`config.mk`:
```
export PLATFORM = sky130hd
export DESIGN_NAME = id_scoreboard_flat
export DESIGN_NICKNAME = d
export VERILOG_FILES = /design/src/rtl/id_scoreboard_if.sv /design/src/rtl/id_scoreboard.sv /design/src/flat_wrapper.sv
export SDC_FILE = /design/constraint.sdc
export NUM_CORES = 1
export LEC_CHECK = 0
export ABC_AREA = 0
export ABC_CLOCK_PERIOD_IN_PS = 11350
export CORE_UTILIZATION = 56
export DETAILED_ROUTE_END_ITERATION = 10
export PLACE_DENSITY = 0.87
export SLEW_MARGIN = 0
export SYNTH_ARGS = -nofsm -noshare
export SYNTH_HDL_FRONTEND = slang
export SYNTH_SLANG_ARGS = --single-unit
```
`constraint.sdc`:
```
create_clock -name clk -period 11.35 [get_ports clk]
set_clock_uncertainty 0.05 [all_clocks]
set_input_delay 2.8375 -clock clk [delete_from_list [all_inputs] [get_ports clk]]
set_output_delay 2.8375 -clock clk [all_outputs]
set_load 0.005 [all_outputs]
```
`src/rtl/id_scoreboard_if.sv`:
```
// rtl/id_scoreboard_if.sv - decoder/issue/EX handshake bundle for id_scoreboard
//
// Signals:
//   in_valid/in_ready    decoder -> scoreboard instruction handshake
//   src1_*/src2_*        source operand enables and entry addresses
//   dst_en/addr/lat      destination entry and cycles until forwardable
//   in_payload           opaque decoded fields
//   out_valid/out_ready  issue register -> EX handshake (out_ready also advances countdowns)
//   out_payload          registered payload
//   flush                kill the issue register
// Modports: slave = scoreboard view, master = decoder/EX view.

interface id_scoreboard_if #(
    parameter int ADDR_W    = 6,
    parameter int LAT_W     = 3,
    parameter int PAYLOAD_W = 128
);
    logic                 in_valid;
    logic                 in_ready;
    logic                 src1_en;
    logic [ADDR_W-1:0]    src1_addr;
    logic                 src2_en;
    logic [ADDR_W-1:0]    src2_addr;
    logic                 dst_en;
    logic [ADDR_W-1:0]    dst_addr;
    logic [LAT_W-1:0]     dst_lat;
    logic [PAYLOAD_W-1:0] in_payload;
    logic                 out_valid;
    logic                 out_ready;
    logic [PAYLOAD_W-1:0] out_payload;
    logic                 flush;

    modport slave (
        input  in_valid, src1_en, src1_addr, src2_en, src2_addr,
               dst_en, dst_addr, dst_lat, in_payload, out_ready, flush,
        output in_ready, out_valid, out_payload
    );

    modport master (
        output in_valid, src1_en, src1_addr, src2_en, src2_addr,
               dst_en, dst_addr, dst_lat, in_payload, out_ready, flush,
        input  in_ready, out_valid, out_payload
    );
endinterface

```
`src/rtl/id_scoreboard.sv`:
```
// rtl/id_scoreboard.sv - register-hazard scoreboard and ID/EX issue register
//
// Tracks, per destination entry (GPRs 1..31, HI=32, LO=33), the cycles left
// until its result is forwardable, stalls decoded instructions with RAW or
// WAW hazards, and registers issued instructions into a one-entry output stage.
//
// Ports:
//   clk          rising-edge clock
//   rst          asynchronous active-low reset
//   sb           handshake bundle (id_scoreboard_if.slave)
//   stallreq_o   in_valid while blocked by a hazard
//   busy_o       per-entry "countdown nonzero" vector (bit 0 always 0)
//   stall_cnt_o  saturating stall-cycle counter (only with ID_SB_STATS_EN)
//
// Optional feature macro: ID_SB_STATS_EN

module id_scoreboard #(
    parameter int NUM_REGS  = 34,
    parameter int ADDR_W    = 6,
    parameter int LAT_W     = 3,
    parameter int PAYLOAD_W = 128
) (
    input  logic                clk,
    input  logic                rst,
    id_scoreboard_if.slave      sb,
    output logic                stallreq_o,
`ifdef ID_SB_STATS_EN
    output logic [31:0]         stall_cnt_o,
`endif
    output logic [NUM_REGS-1:0] busy_o
);

    // Entry 0 has no storage: it reads as zero and is never loaded.
    logic [LAT_W-1:0]     cnt_q [1:NUM_REGS-1];
    logic [LAT_W-1:0]     cnt_d [1:NUM_REGS-1];
    logic                 out_valid_q, out_valid_d;
    logic [PAYLOAD_W-1:0] out_payload_q, out_payload_d;

    logic [LAT_W-1:0] src1_cnt, src2_cnt, dst_cnt;
    logic             hazard, space, in_ready, issue, dst_track;

    // Address decode by comparison: out-of-range and entry-0 addresses
    // never match a tracked entry, so they read as zero.
    always_comb begin
        src1_cnt = '0;
        src2_cnt = '0;
        dst_cnt  = '0;
        for (int i = 1; i < NUM_REGS; i++) begin
            if (sb.src1_addr == ADDR_W'(i)) src1_cnt = cnt_q[i];
            if (sb.src2_addr == ADDR_W'(i)) src2_cnt = cnt_q[i];
            if (sb.dst_addr  == ADDR_W'(i)) dst_cnt  = cnt_q[i];
        end
    end

    assign dst_track = sb.dst_en && (sb.dst_addr != '0) && (sb.dst_lat != '0);

    // WAW: a younger writer may not finish before an older one to the same entry.
    assign hazard = (sb.src1_en && (src1_cnt != '0))
                 || (sb.src2_en && (src2_cnt != '0))
                 || (dst_track && (dst_cnt > sb.dst_lat));

    assign space    = !out_valid_q || sb.out_ready;
    assign in_ready = space && !hazard && !sb.flush;
    assign issue    = sb.in_valid && in_ready;

    assign sb.in_ready    = in_ready;
    assign sb.out_valid   = out_valid_q;
    assign sb.out_payload = out_payload_q;
    assign stallreq_o     = sb.in_valid && hazard;

    // Countdowns: a load this cycle wins over the decrement of the same entry.
    always_comb begin
        for (int i = 1; i < NUM_REGS; i++) begin
            cnt_d[i] = cnt_q[i];
            if (issue && dst_track && (sb.dst_addr == ADDR_W'(i))) begin
                cnt_d[i] = sb.dst_lat;
            end else if (sb.out_ready && (cnt_q[i] != '0)) begin
                cnt_d[i] = cnt_q[i] - LAT_W'(1);
            end
        end
    end

    always_comb begin
        out_valid_d   = out_valid_q;
        out_payload_d = out_payload_q;
        if (issue) begin
            out_valid_d   = 1'b1;
            out_payload_d = sb.in_payload;
        end else if (sb.out_ready) begin
            out_valid_d = 1'b0;
        end
        if (sb.flush) out_valid_d = 1'b0;
    end

    always_ff @(posedge clk or negedge rst) begin
        if (!rst) begin
            for (int i = 1; i < NUM_REGS; i++) cnt_q[i] <= '0;
            out_valid_q   <= 1'b0;
            out_payload_q <= '0;
        end else begin
            for (int i = 1; i < NUM_REGS; i++) cnt_q[i] <= cnt_d[i];
            out_valid_q   <= out_valid_d;
            out_payload_q <= out_payload_d;
        end
    end

    always_comb begin
        busy_o    = '0;
        for (int i = 1; i < NUM_REGS; i++) busy_o[i] = (cnt_q[i] != '0);
    end

`ifdef ID_SB_STATS_EN
    logic [31:0] stall_cnt_q, stall_cnt_d;

    always_comb begin
        stall_cnt_d = stall_cnt_q;
        if (stallreq_o && (stall_cnt_q != 32'hFFFF_FFFF)) stall_cnt_d = stall_cnt_q + 32'd1;
    end

    always_ff @(posedge clk or negedge rst) begin
        if (!rst) stall_cnt_q <= '0;
        else      stall_cnt_q <= stall_cnt_d;
    end

    assign stall_cnt_o = stall_cnt_q;
`endif

endmodule

```
`src/flat_wrapper.sv`:
```
// flat-port wrapper written by rule: the top's interface ports become plain ports
module id_scoreboard_flat 
#(
    parameter int NUM_REGS  = 34,
    parameter int ADDR_W    = 6,
    parameter int LAT_W     = 3,
    parameter int PAYLOAD_W = 128
)
  (clk, rst, stallreq_o, busy_o, sb_in_valid, sb_src1_en, sb_src1_addr, sb_src2_en, sb_src2_addr, sb_dst_en, sb_dst_addr, sb_dst_lat, sb_in_payload, sb_out_ready, sb_flush, sb_in_ready, sb_out_valid, sb_out_payload);
  id_scoreboard_if #(.ADDR_W(ADDR_W), .LAT_W(LAT_W), .PAYLOAD_W(PAYLOAD_W)) sb_i ();
  input  logic clk;
  input  logic rst;
  output logic stallreq_o;
  output logic [NUM_REGS-1:0] busy_o;
  input wire logic [$bits(sb_i.in_valid)-1:0] sb_in_valid;
  input wire logic [$bits(sb_i.src1_en)-1:0] sb_src1_en;
  input wire logic [$bits(sb_i.src1_addr)-1:0] sb_src1_addr;
  input wire logic [$bits(sb_i.src2_en)-1:0] sb_src2_en;
  input wire logic [$bits(sb_i.src2_addr)-1:0] sb_src2_addr;
  input wire logic [$bits(sb_i.dst_en)-1:0] sb_dst_en;
  input wire logic [$bits(sb_i.dst_addr)-1:0] sb_dst_addr;
  input wire logic [$bits(sb_i.dst_lat)-1:0] sb_dst_lat;
  input wire logic [$bits(sb_i.in_payload)-1:0] sb_in_payload;
  input wire logic [$bits(sb_i.out_ready)-1:0] sb_out_ready;
  input wire logic [$bits(sb_i.flush)-1:0] sb_flush;
  output wire logic [$bits(sb_i.in_ready)-1:0] sb_in_ready;
  output wire logic [$bits(sb_i.out_valid)-1:0] sb_out_valid;
  output wire logic [$bits(sb_i.out_payload)-1:0] sb_out_payload;
  assign sb_i.in_valid = sb_in_valid;
  assign sb_i.src1_en = sb_src1_en;
  assign sb_i.src1_addr = sb_src1_addr;
  assign sb_i.src2_en = sb_src2_en;
  assign sb_i.src2_addr = sb_src2_addr;
  assign sb_i.dst_en = sb_dst_en;
  assign sb_i.dst_addr = sb_dst_addr;
  assign sb_i.dst_lat = sb_dst_lat;
  assign sb_i.in_payload = sb_in_payload;
  assign sb_i.out_ready = sb_out_ready;
  assign sb_i.flush = sb_flush;
  assign sb_in_ready = sb_i.in_ready;
  assign sb_out_valid = sb_i.out_valid;
  assign sb_out_payload = sb_i.out_payload;
  id_scoreboard #(.NUM_REGS(NUM_REGS), .ADDR_W(ADDR_W), .LAT_W(LAT_W), .PAYLOAD_W(PAYLOAD_W)) u_core (.clk(clk), .rst(rst), .sb(sb_i), .stallreq_o(stallreq_o), .busy_o(busy_o));
endmodule
```
==> results of run 1 <==
routing by layer:
| metal | part of all wire, % | track usage [%] |
|---|---|---|
| met5 | 0 | 0 |
| met4 | 5.7 | 20.1 |
| met3 | 9.9 | 10.4 |
| met2 | 49 | 67.0 |
| met1 | 36 | 46.8 |
power breakdown:
group / internal [uW] / switching [uW]
Clock: 524 / 359
Sequential: 1220 / 485
Combinational: 1230 / 991
placed cells by master, fill, tap and decap left out, drive strengths merged, types with 6 or more instances in the layout:
cell type	instances
a211oi	9
mux2	171
clkinv	14
nand4	20
o211ai	6
clkdlybuf4s50	315
a22oi	10
o21ai	44
or3	6
nand2b	40
dfrtp	228
a21oi	116
a31oi	6
buf	26
ha	69
xnor2	33
nor2b	12
clkbuf	35
o31ai	8
nand3	30
nor3	61
o32ai	8
o22ai	15
o221ai	10
nand2	107
inv	80
mux2i	95
nor4	8
nor2	81
mux4	8
through the flow:
| stage | setup WS, ps | power [uW] | utilization (%) |
|---|---|---|---|
| after floorplan | 2140 | 2670 | - |
| after detailed placement | 690 | 3830 | 70.7 |
| final | 624 | 4810 | 74.2 |
| after CTS | 665 | 4780 | 74.2 |
| after global placement | 739 | 3720 | 70.7 |
| after global routing | 378 | 5060 | 74.2 |
final timing paths:
kind	from	slack, ps	end
setup / recovery	sb_dst_addr[3]	620	sb_in_ready
hold / removal	u_core.sb.out_payload[0]$_DFFE_PN0P_	450	u_core.sb.out_payload[0]$_DFFE_PN0P_
setup reg to reg	u_core.cnt_q[87]$_DFFE_PN0P_	5940	u_core.cnt_q[48]$_DFFE_PN0P_
hold reg to reg	u_core.sb.out_payload[0]$_DFFE_PN0P_	450	u_core.sb.out_payload[0]$_DFFE_PN0P_
max in group asynchronous	rst	6740	u_core.sb.out_payload[124]$_DFFE_PN0P_
min in group asynchronous	rst	2230	u_core.cnt_q[70]$_DFFE_PN0P_
synth_stat cells (12+ instances only):
cell type	count	area share, %
nor3_1	61	2.1
nand4_1	20	0.86
nor2b_1	12	0.52
clkbuf_1	46	1.2
inv_1	79	2.0
xnor2_1	33	2.0
buf_1	17	0.44
dfrtp_1	228	39
o22ai_1	15	0.65
mux2_1	13	1.0
nand2b_1	40	1.7
nand3_1	30	1.0
nor2_1	81	2.1
o21ai_0	43	1.5
buf_2	28	0.97
ha_1	69	5.9
a21oi_1	116	4.0
mux2i_1	95	6.6
nand2_1	107	2.8
mux2_2	158	12
kinds of logic after synthesis:
| family | count (synthesis) | synth area share, % |
|---|---|---|
| flip-flops | 228 | 39.3 |
| adder cells (fa/ha/maj) | 69 | 5.95 |
| AND/OR/NAND/NOR | 401 | 14.1 |
| other | 1 | 0.0258 |
| XOR/XNOR | 33 | 1.99 |
| AO/OA/AOI/OAI | 289 | 12.7 |
| buffers and inverters | 176 | 4.82 |
| multiplexers | 274 | 21.1 |
sequential cells by signal (all words and copies together), names as in the netlist:
signal and flops:
u_core.cnt_q 99, u_core.sb.out_payload 128, u_core.sb.out_valid 1
final cells by class:
| type | instances | area, sq um | share of cell area [%] |
|---|---|---|---|
| clock inverter | 13 | 165 | 0.878 |
| inverter | 84 | 315 | 1.68 |
| sequential | 228 | 5710 | 30.3 |
| tap | 330 | 413 | 2.20 |
| clock buffer | 35 | 734 | 3.91 |
| multi-input combinational | 1067 | 8110 | 43.1 |
| timing repair buffer | 341 | 3360 | 17.9 |
| antenna | 1 | 2.50 | 0.0133 |
==> run summary, run 1 <==
=================================================================================================
Run status ......................................................................... complete, no violations
Critical path's top delay family ................................................... compound AO/OA/AOI/OAI gates
Total global-route track usage .....................................................        39.8%
Warning count from the yosys run ...................................................            0
Clock H-tree levels ................................................................            1
Number of hold buffers added after CTS .............................................            0
Number of flops mapped to enable cells by yosys ....................................            0
Cell Rows ..........................................................................           58
Maximum vdd ir drop ................................................................     0.172 mV
Placed Instances ...................................................................         2050
Slowest-stage cell, CP ............................................................. clkdlybuf4s50_1
Worst-path cell chain .............................................................. clkdlybuf4s50_1 > or3b_2 > o311ai_0 > o21ai_0 > a222oi_1 > a21oi_1 > a211o_1 > a21oi_1 > ha_1 > o21ai_0 > and3_1 > o221a_2 > o2111ai_1 > o211ai_1 > nor3_1 > and2_1 > clkdlybuf4s50_1
WHS Path Cells .....................................................................            1
Filler cells .......................................................................         1651
Largest net degree at the start of global routing ..................................          163
Async set or reset register ratio after synthesis ..................................         100%
Share of the yosys chip area belonging to registers ................................        39.3%
Fin crit share .....................................................................        94.5%
Transition time at the pin with the least slew margin ..............................      1100 ps
Final weighted congestion in routability-driven placement ..........................        0.964
Number of CTS-inserted buffers .....................................................           26
Horizontal die dimension ...........................................................       163 um
Average wire per cell in the routed design .........................................      25.1 um
Syn avg cell area ..................................................................   9.87 sq um
CTS tree ...........................................................................        built
Post-layout minimum cycle time .....................................................     10730 ps
DRC violation count after routing ..................................................            0
Number of stages on the worst setup path ...........................................           17
CP max FO ..........................................................................            9
Setup repair after global routing missed its margin ................................           no
Worst endpoint data arrival time ...................................................      7840 ps
Netlist area before placement ......................................................  14500 sq um
Per-cell via count in the routed design ............................................         6.42
Synth Flop Type ....................................................................      dfrtp_1
Total negative slack ...............................................................         0 ps
Number of clock sinks ..............................................................          228
Fraction of final layout cells sized beyond drive strength 1 .......................        14.1%
Number of buffers on the longest clock path ........................................            3
WL final ...........................................................................      52.7 mm
Minimum hold slack .................................................................       455 ps
Worst hold path type ...............................................................   reg -> reg
Number of buffers inserted to repair setup after CTS ...............................            0
Insertion delay to the later sink of the worst-skew pair ...........................       560 ps
I/O Pins ...........................................................................          322
Placed instance area ...............................................................  17900 sq um
Post-synth net total ...............................................................         1697
Setup violations, final ............................................................            0
Number of cells traversed by the worst register-to-register path ...................           19
Core outline area ..................................................................  25300 sq um
CTS resizes ........................................................................            0
Final count of pins violating max slew .............................................            0
Master cell of the clock root buffer ...............................................    clkbuf_16
Full die area ......................................................................  26600 sq um
Buf/Inv on CP ......................................................................            2
Initial core utilization ...........................................................        57.3%
Critical Path Sink Type ............................................................  output port
Data required, critical path .......................................................      8460 ps
Detailed placement HPWL ............................................................      37.4 mm
Critical path type .................................................................    in -> out
Chip height ........................................................................       163 um
Global route overflow ..............................................................            0
Peak per-stage delay on the critical path ..........................................       670 ps
Wire length of the first global-routing pass .......................................      80.5 mm
Max-cap viol count .................................................................            0
Number of distinct library cell variants in the gate-level netlist after synthesis .           82
Kind of start point of the critical path ........................................... primary input
Pre-antenna DRT Iters ..............................................................            7
Vias after detailed routing ........................................................        13500
Max-slew headroom at the worst pin .................................................        26.0%
Antenna Nets Post-Route ............................................................            0
Relative area change from synthesis to final layout ................................        29.6%
#FFs+latches synth .................................................................          228
Number of hold violations in the final report ......................................            0
Net count, final ...................................................................         1974
Final Cell Area ....................................................................  18800 sq um
Number of I/O port buffers .........................................................          320
Final cell count without fillers ...................................................         2099
Post-synthesis instance total ......................................................         1471
Power density normalized to cell area ..............................................  256 nW/um^2
Violation count after the first detailed-route iteration ...........................         1514
Clock-pin transition on the worst setup and hold timing paths ......................        60 ps
LEAKAGE ............................................................................   0.00825 uW
Highest clock frequency the design can meet ........................................     93.2 MHz
Number of antenna violations at the first check in global routing ..................            1
Vias in the first global route .....................................................        13800
=================================================================================================
Note: power is estimated with default switching activity, not from simulation.
==> run 2: changes to the inputs <==
Settings changed: CORE_MARGIN from default to 2.
==> run 2 against run 1 <==
Compared with the run above:
- worst setup slack better by 190 ps
- critical path depth stayed put
- wire length fell by 0.78%
- sequential share of layout area rose by 0.11 points
- cell area fell by 0.35%
- first-iteration DRC count increased by 8.6%
- worst hold slack better by 4.8 ps
- sequential power is essentially flat
==> run summary, run 2 (synthesis gave the netlist of run 1 again) <==
================================================================================
Run status ........................................................ complete, no violations
Fraction of final layout cells sized beyond drive strength 1 ......        14.0%   -0.041 points
Clock-pin transition on the worst setup and hold timing paths .....        60 ps   about the same
Setup repair after global routing missed its margin ...............           no
Initial core utilization ..........................................        57.3%   unchanged
Full die area .....................................................  27200 sq um   +2.5%
Number of flip-flops under the largest register name ..............          128   unchanged
Total global-route track usage ....................................        38.5%   -1.3 points
Most frequent cells in the layout ................................. clkdlybuf4s50_1, dfrtp_1, mux2_2, a21oi_1, nand2_1
Global route overflow .............................................            0   unchanged
Vias in the first global route ....................................        13700   -1.0%
Number of antenna violations at the first check in global routing .            2   +1
Slowest-stage cell, CP ............................................ clkdlybuf4s50_1
Relative area change from synthesis to final layout ...............        29.1%
Net count, final ..................................................         1974   unchanged
CTS resizes .......................................................            0   unchanged
Chip height .......................................................       165 um   +1.2%
Internal power ....................................................      2930 uW   -1.6%
Power density normalized to cell area .............................  254 nW/um^2   -0.67%
Logic pwr share ...................................................        46.7%   +0.6 points
Clock H-tree levels ...............................................            1   unchanged
Post-layout minimum cycle time ....................................     10540 ps   -190 ps
Final count of pins violating max slew ............................            0   unchanged
Data required, critical path ......................................      8460 ps   about the same
Buf/Inv on CP .....................................................            2   unchanged
Final cell count without fillers ..................................         2096   -0.14%
R2r setup slk .....................................................      6180 ps   +240 ps
Total negative slack ..............................................         0 ps   unchanged
Core outline area .................................................  25300 sq um   unchanged
Switch share ......................................................        38.5%   +0.38 points
Most common cell after layout, fill and taps aside ................ clkdlybuf4s50_1
Per-cell via count in the routed design ...........................         6.38   -0.74%
Number of buffers on the longest clock path .......................            3   unchanged
Transition time at the pin with the least slew margin .............      1100 ps   +2.24 ps
Final weighted congestion in routability-driven placement .........         1.00   +4.1%
Average wire per cell in the routed design ........................      25.0 um   -0.64%
Critical path's top delay family .................................. compound AO/OA/AOI/OAI gates
First element of the critical path ................................ sb_dst_addr[3]
Worst endpoint data arrival time ..................................      7650 ps   -190 ps
Reg power frac ....................................................        35.8%   +0.3 points
Number of hold violations in the final report .....................            0   unchanged
Net switching power ...............................................      1830 uW   about the same
Kind of start point of the critical path .......................... primary input
Most frequent cell on the critical path ...........................      a21oi_1
Number of hold buffers added after CTS ............................            0   unchanged
Max-slew headroom at the worst pin ................................        25.9%   -0.15 points
Critical path type ................................................    in -> out
Number of I/O port buffers ........................................          320   unchanged
Fraction of power consumed by the clock network ...................        17.5%   -0.8 points
LEAKAGE ...........................................................   0.00822 uW   -0.44%
CP endpoint .......................................................   stallreq_o
Worst R2R Start ................................................... u_core.cnt_q[87]$_DFFE_PN0P_
Sequential Area ...................................................   5710 sq um   unchanged
Vias after detailed routing .......................................        13400   -0.88%
Highest clock frequency the design can meet .......................     94.9 MHz   +1.8%
Number of stages on the worst setup path ..........................           17   unchanged
Number of buffers inserted to repair setup after CTS ..............            0   unchanged
Worst hold path type ..............................................   reg -> reg
Footprint of the multi-input gates ................................   8110 sq um   unchanged
DRC violation count after routing .................................            0   unchanged
Critical Path Sink Type ...........................................  output port
Number of cells traversed by the worst register-to-register path ..           19   unchanged
Master cell of the clock root buffer ..............................    clkbuf_16
Worst-path cell chain ............................................. clkdlybuf4s50_1 > or3b_2 > o311ai_0 > o21ai_0 > a222oi_1 > a21oi_1 > a211o_1 > a21oi_1 > ha_1 > nand3_1 > and3_1 > o221a_2 > o221ai_1 > a21oi_1 > nor3_1 > nor2b_1 > clkdlybuf4s50_1
Fin crit share ....................................................        92.8%   -1.7 points
Violation count after the first detailed-route iteration ..........         1644   +8.6%
Cell Rows .........................................................           58   unchanged
Setup violations, final ...........................................            0   unchanged
Horizontal die dimension ..........................................       165 um   +1.2%
Worst flop-to-flop path endpoint .................................. u_core.cnt_q[51]$_DFFE_PN0P_
Filler cells ......................................................         1746   +5.8%
Antenna fix cells .................................................            0   -1
Largest net degree at the start of global routing .................          163   unchanged
Number of clock sinks .............................................          228   unchanged
WL final ..........................................................      52.3 mm   -0.78%
Antenna Nets Post-Route ...........................................            0   unchanged
Placed Instances ..................................................         2051   +0.049%
CP max FO .........................................................            9   unchanged
Number of CTS-inserted buffers ....................................           25   -3.8%
Wire length of the first global-routing pass ......................      80.1 mm   -0.45%
Pre-antenna DRT Iters .............................................            6   -1
Detailed placement HPWL ...........................................      37.3 mm   -0.33%
Peak per-stage delay on the critical path .........................       690 ps   +20 ps
Maximum vdd ir drop ...............................................     0.213 mV   +24%
I/O Pins ..........................................................          322   unchanged
Max-cap viol count ................................................            0   unchanged
CTS tree ..........................................................        built
Insertion delay to the later sink of the worst-skew pair ..........       560 ps   about the same
================================================================================
run 2: cell count changes in the layout (fill, tap and decap cells not counted):
cell        change
inv_16          +1
clkbuf_16       -1
clkinvlp_4      +2
clkinv_2        -3
clkbuf_1        -1
bufinv_16       -2
buf_4           +1
diode_2         -1
clkbuf_8        +2
clkinv_16       -1
run 2: cell type report:
type	instances	share of cell area, %
repair buffers	342	18.0
inverters	84	1.68
clock buffers	35	3.91
clock inverters	10	0.508
multi-input cells	1067	43.3
flip-flops and latches	228	30.5
well taps	330	2.20
run 2: worst reg2reg max path, delay by kind of cell (launching register included):
family,cells,cell delay [ps]
AO/OA/AOI/OAI,12,2160
adder cells (fa/ha/maj),1,160
buffers and inverters,1,540
flip-flops,1,470
multiplexers,2,750
AND/OR/NAND/NOR,3,920
run 2: power groups by stage:
| stage | sequential [uW] | clock (uW) | combinational, uW |
|---|---|---|---|
| 6_report | 1710 | 833 | 2220 |
| 3_3_place_gp | 1640 | 0 | 2080 |
| 4_1_cts | 1680 | 839 | 2210 |
| 3_5_place_dp | 1670 | 0 | 2170 |
| 5_1_grt | 1740 | 869 | 2400 |
| 2_1_floorplan | 1530 | 0 | 1130 |
run 2: how the worst min path moves through the flow:
stage | slack (ps) | start | end | depth (start not counted)
final | 460 | u_core.sb.out_payload[83]$_DFFE_PN0P_ | u_core.sb.out_payload[83]$_DFFE_PN0P_ | 1
after global routing | 470 | u_core.sb.out_payload[1]$_DFFE_PN0P_ | u_core.sb.out_payload[1]$_DFFE_PN0P_ | 1
after CTS | 460 | u_core.sb.out_payload[8]$_DFFE_PN0P_ | u_core.sb.out_payload[8]$_DFFE_PN0P_ | 1
after detailed placement | 450 | u_core.sb.out_payload[97]$_DFFE_PN0P_ | u_core.sb.out_payload[97]$_DFFE_PN0P_ | 1
after global placement | 440 | u_core.sb.out_payload[13]$_DFFE_PN0P_ | u_core.sb.out_payload[13]$_DFFE_PN0P_ | 1
after floorplan | 460 | u_core.sb.out_payload[0]$_DFFE_PN0P_ | u_core.sb.out_payload[0]$_DFFE_PN0P_ | 1
run 2: per-layer routing:
layer | up-vias | GRT usage [%] | part of all wire, %
li1 | 5868 | - | -
met1 | 6523 | 45.7 | 36
met2 | 803 | 65.1 | 48
met3 | 171 | 10.5 | 10
met4 | 0 | 17.5 | 5.1
met5 | - | 0 | 0
run 2: per-stage QoR:
stage / instance area, sq um / util [%] / power, uW / hold slack, ps / setup slack [ps]
after floorplan: 14500 / - / 2670 / 455 / 2140
after global placement: 17900 / 70.7 / 3720 / 439 / 878
after detailed placement: 17900 / 70.7 / 3840 / 445 / 863
after CTS: 18700 / 74.0 / 4730 / 459 / 846
after global routing: 18700 / 74.0 / 5010 / 471 / 453
final: 18700 / 74.0 / 4760 / 460 / 814
